$ cat src/rtl/tt_pkg.sv
// Shared types and helpers for the truth-table capture block.
package tt_pkg;

    typedef enum logic [1:0] {
        IDLE = 2'd0,
        CAP  = 2'd1,
        DONE = 2'd2
    } tt_state_t;

    localparam int unsigned TT_MAX = 64;

    function automatic int unsigned tt_depth(input int unsigned n);
        return 32'd1 << n;
    endfunction

endpackage

$ cat src/rtl/tt_cov_tracker.sv
// Coverage tracker: seen mask, first-write-wins table, all-seen and differing-duplicate detect.
module tt_cov_tracker
    import tt_pkg::*;
#(
    parameter int unsigned N_IN = 3,
    parameter int unsigned TT   = tt_depth(N_IN)
) (
    input  logic            clk,
    input  logic            reset,
    input  logic            clear,
    input  logic            wr_en,
    input  logic [N_IN-1:0] wr_idx,
    input  logic            wr_y,
    output logic [TT-1:0]   seen,
    output logic [TT-1:0]   tt,
    output logic [TT-1:0]   tt_nxt,
    output logic            all_seen_nxt,
    output logic            diff_hit
);

    logic [TT-1:0] seen_nxt;

    // Next-state values are exported so the top can register checks in step with done.
    always_comb begin
        tt_nxt   = tt;
        seen_nxt = seen;
        if (clear) begin
            tt_nxt   = '0;
            seen_nxt = '0;
        end else if (wr_en && !seen[wr_idx]) begin
            tt_nxt[wr_idx]   = wr_y;
            seen_nxt[wr_idx] = 1'b1;
        end
    end

    assign all_seen_nxt = &seen_nxt;
    assign diff_hit     = wr_en & seen[wr_idx] & (tt[wr_idx] != wr_y);

    always_ff @(posedge clk) begin
        if (reset) begin
            tt   <= '0;
            seen <= '0;
        end else begin
            tt   <= tt_nxt;
            seen <= seen_nxt;
        end
    end

endmodule

$ cat src/rtl/tt_capture.sv
// Truth-table capture top: FSM, sample counter, conflict flag.
// Optional expected-table compare enabled by `TT_EXPECT_CHECK_EN.
module tt_capture
    import tt_pkg::*;
#(
    parameter int unsigned N_IN  = 3,
    parameter int unsigned CNT_W = 8,
    parameter int unsigned TT    = tt_depth(N_IN)
) (
    input  logic             clk,
    input  logic             reset,
    input  logic             start,
    input  logic             smp_valid,
    input  logic [N_IN-1:0]  smp_in,
    input  logic             smp_y,
`ifdef TT_EXPECT_CHECK_EN
    input  logic [TT-1:0]    expect_tt,
    output logic [TT-1:0]    mismatch,
    output logic             pass,
`endif
    output logic             smp_ready,
    output logic [TT-1:0]    tt_out,
    output logic [TT-1:0]    seen,
    output logic             conflict,
    output logic             done,
    output logic             busy,
    output logic [CNT_W-1:0] smp_cnt
);

    tt_state_t     state, state_nxt;
    logic          accept;
    logic          all_seen_nxt;
    logic          diff_hit;
    logic [TT-1:0] tt_nxt;

    assign smp_ready = (state == CAP);
    assign busy      = (state == CAP);
    assign done      = (state == DONE);
    // start wins over a same-cycle sample.
    assign accept    = smp_valid & smp_ready & ~start;

    tt_cov_tracker #(
        .N_IN (N_IN),
        .TT   (TT)
    ) u_cov (
        .clk          (clk),
        .reset        (reset),
        .clear        (start),
        .wr_en        (accept),
        .wr_idx       (smp_in),
        .wr_y         (smp_y),
        .seen         (seen),
        .tt           (tt_out),
        .tt_nxt       (tt_nxt),
        .all_seen_nxt (all_seen_nxt),
        .diff_hit     (diff_hit)
    );

    always_comb begin
        state_nxt = state;
        case (state)
            IDLE:    if (start) state_nxt = CAP;
            CAP:     if (start) state_nxt = CAP;
                     else if (accept && all_seen_nxt) state_nxt = DONE;
            DONE:    if (start) state_nxt = CAP;
            default: state_nxt = IDLE;
        endcase
    end

    always_ff @(posedge clk) begin
        if (reset) begin
            state    <= IDLE;
            smp_cnt  <= '0;
            conflict <= 1'b0;
        end else begin
            state <= state_nxt;
            if (start) begin
                smp_cnt  <= '0;
                conflict <= 1'b0;
            end else if (accept) begin
                if (smp_cnt != '1) smp_cnt <= smp_cnt + 1'b1;
                if (diff_hit) conflict <= 1'b1;
            end
        end
    end

`ifdef TT_EXPECT_CHECK_EN
    // The final write can never be a conflict (its index was unseen), so conflict is current.
    always_ff @(posedge clk) begin
        if (reset) begin
            mismatch <= '0;
            pass     <= 1'b0;
        end else if (state_nxt == DONE) begin
            mismatch <= tt_nxt ^ expect_tt;
            pass     <= ((tt_nxt ^ expect_tt) == '0) & ~conflict;
        end else begin
            mismatch <= '0;
            pass     <= 1'b0;
        end
    end
`endif

endmodule
$ cat config.mk
export PLATFORM = sky130hd
export DESIGN_NAME = tt_capture
export DESIGN_NICKNAME = d
export VERILOG_FILES = /design/src/rtl/tt_pkg.sv /design/src/rtl/tt_cov_tracker.sv /design/src/rtl/tt_capture.sv
export SDC_FILE = /design/constraint.sdc
export NUM_CORES = 1
export LEC_CHECK = 0
export CAP_MARGIN = 20
export CORE_AREA = 2 2 75 77
export DETAILED_ROUTE_END_ITERATION = 6
export DIE_AREA = 0 0 77 79
export PLACE_DENSITY = 0.57
export REMOVE_ABC_BUFFERS = 1
export SETUP_SLACK_MARGIN = 0.4
export SLEW_MARGIN = 20
export SYNTH_ARGS = -nofsm -noshare
export SYNTH_HDL_FRONTEND = slang
export SYNTH_HIERARCHICAL = 1
export SYNTH_SLANG_ARGS = --single-unit
$ cat constraint.sdc
create_clock -name clk -period 5.9 [get_ports clk]
set_input_delay 1.18 -clock clk [delete_from_list [all_inputs] [get_ports clk]]
set_output_delay 1.18 -clock clk [all_outputs]
set_load 0.01 [all_outputs]
==> results.yml <==
run:
  maxCapViolCount: 0
status:
  status: "complete, no violations"
pwr:
  power_per_cell_area_nw_per_um2: 166
  vdd_drop_max_v: 0.0000898
  power_uw: 316
  power.leakage_nw: 0.633
clock_network:
  post_cts_setup_repair_bufs: 0
  cts-buffers-inserted: 3
  clk_sink_count: 27
  clock_buffer_depth: 2
  clk_latency_ps: 260
  tritoncts_clock_tree: "done"
  cts_root_buf: "clkbuf_8"
  post_cts_hold_buffer_count: 0
  htree_num_levels: 1
  clkSlewWorstSetupHoldPaths_ps: 90
  cts-resized-gates: 0
place:
  post-place-ws_ps: 2060
  dpl-instance-area_sq_um: 1850
  io_buffer_count: 35
  place.gp.congestion: 0.745
  hpwl_after_detailed_placement_um: 2370
drt:
  wl_met1_um: 1740
  drtIter0Drc: 53
  met2_length_um: 1420
  drt-total-wl_um: 3360
  detail_route.drc_violations: 0
  drt.antenna.violating_nets: 0
  drt_pre_antenna_iters: 4
  vias_post_dr: 1257
  detail_route.wl_per_cell_um: 13.2
  vias_per_cell: 4.93
  top_layer_reached_by_signal_wires: "met4"
  met3_length_um: 176
min_path:
  worst_hold_check_path_type: "flip-flop to flip-flop"
floorplanning:
  die_boundary_height_um: 79
  initial_core_util_pct: 27.9
  boundaryPins: 36
  horizontal_extent_of_the_die_um: 77
  rows: 27
  die_area_sq_um: 6080
  coreArea_sq_um: 5340
critical_path:
  slowest_stage: "and4bb_1"
  element_type_at_the_critical_path_end: "flip-flop"
  rrSetupSlack_ps: 3420
  critPathRequiredTime_ps: 6060
  setup.worst_path.class: "input port to flip-flop"
  cp_slowest_stage_delay_ps: 670
  critical_path.max_fanout: 17
  crit_path_cell_trace: "clkdlybuf4s50_1 -> and4bb_1 -> nand2b_1 -> nor3b_2 -> o221ai_1 -> nor4_2 -> nand2_1 -> a21oi_1 -> a211oi_1"
  timing.critical_path.from_type: "input port"
  crit_arrival_ps: 3720
sta:
  finalClockSkew_ps: 2.24
  report.final.setup_viol: 0
  rsz0062_at_grt: "false"
  clock.fmax_mhz: 280
  timing.final.ws_setup_ps: 2330
  final_critical_path_share_of_the_clock_period_pct: 60.4
  slew_violations: 0
  fin_crit_ps: 3570
  finalSetupTns_ps: 0
  final-hold-violation-count: 0
  timing.slew.headroom_pct: 45.7
  tightest_slew_ps: 812
finish:
  mostFrequentLayoutCell: "clkdlybuf4s50_1"
  fillers: 582
  final_net_count: 193
  final_cell_area_sq_um: 1900
  synthToLayoutAreaGrowth_pct: 27.5
  most-common-layout-cells: "clkdlybuf4s50_1, nor2_1, dfxtp_1, mux2i_1, xor2_1"
  layout_cell_share_with_drive_strength_beyond_1_pct: 10.9
  antennaDiodeCount: 0
synthesis:
  yosysWarnings: 6
  syn-mean-instance-area_sq_um: 9.54
  synth.cell_area_sq_um: 1490
  synthesis.instances: 156
global_routing:
  aggregate_global_route_resource_usage_pct: 11.5
  vias_in_the_first_global_route: 1227
  number_of_antenna_violations_at_the_first_check_in_global_routing: 0
  grt_max_degree: 22
  first_pass_grt_wire_length_um: 5780
  globalRoute.totalOverflow: 0
## state kept, by name, summed over array words and instances, names as in the netlist
register	count
u_cov/seen	8
u_cov/tt	8
state	2
conflict	1
smp_cnt	8
## routing by layer
layer | global-route usage [%] | up-vias
li1 | - | 616
met1 | 16.4 | 606
met2 | 17.6 | 33
met3 | 2.39 | 2
met4 | 3.21 | 0
met5 | 0 | -
## layout make-up
class	instances	area (sq um)	share of cell area, %
Multi-Input combinational cell	116	865	45.6
Sequential cell	27	541	28.5
Tap cell	72	90.1	4.75
Timing Repair Buffer	36	358	18.9
Clock buffer	4	45.0	2.37
## critical path, delay by kind of cell
kind	cells	cell delay, ps
buffers and inverters	1	480
AOI/OAI and AO/OA	3	370
and+or+nand+nor	5	1690
## metrics by stage
stage,hold WS [ps],cells,utilization [%]
floorplan,442,143,-
global placement,467,251,34.7
detailed placement,477,251,34.7
CTS,485,255,35.6
global route,546,255,35.6
finish,490,255,35.6
## power breakdown
part	internal (mW)	switching [mW]	total, mW
Clock	0.0483	0.0555	0.104
Sequential	0.183	0.00108	0.184
Combinational	0.0124	0.0158	0.0281
Total	0.244	0.0723	0.316
## path summary, 6_finish.rpt
check | start | to | cells after the start
worst max-delay path | start | state[0]$_SDFFE_PP0P_ | 9
worst min-delay path | state[1]$_SDFFE_PP0P_ | state[0]$_SDFFE_PP0P_ | 1
worst max register to register | state[0]$_SDFFE_PP0P_ | state[0]$_SDFFE_PP0P_ | 8
worst min register to register | state[1]$_SDFFE_PP0P_ | state[0]$_SDFFE_PP0P_ | 1
No activity file was read; power rests on OpenSTA's default activity.
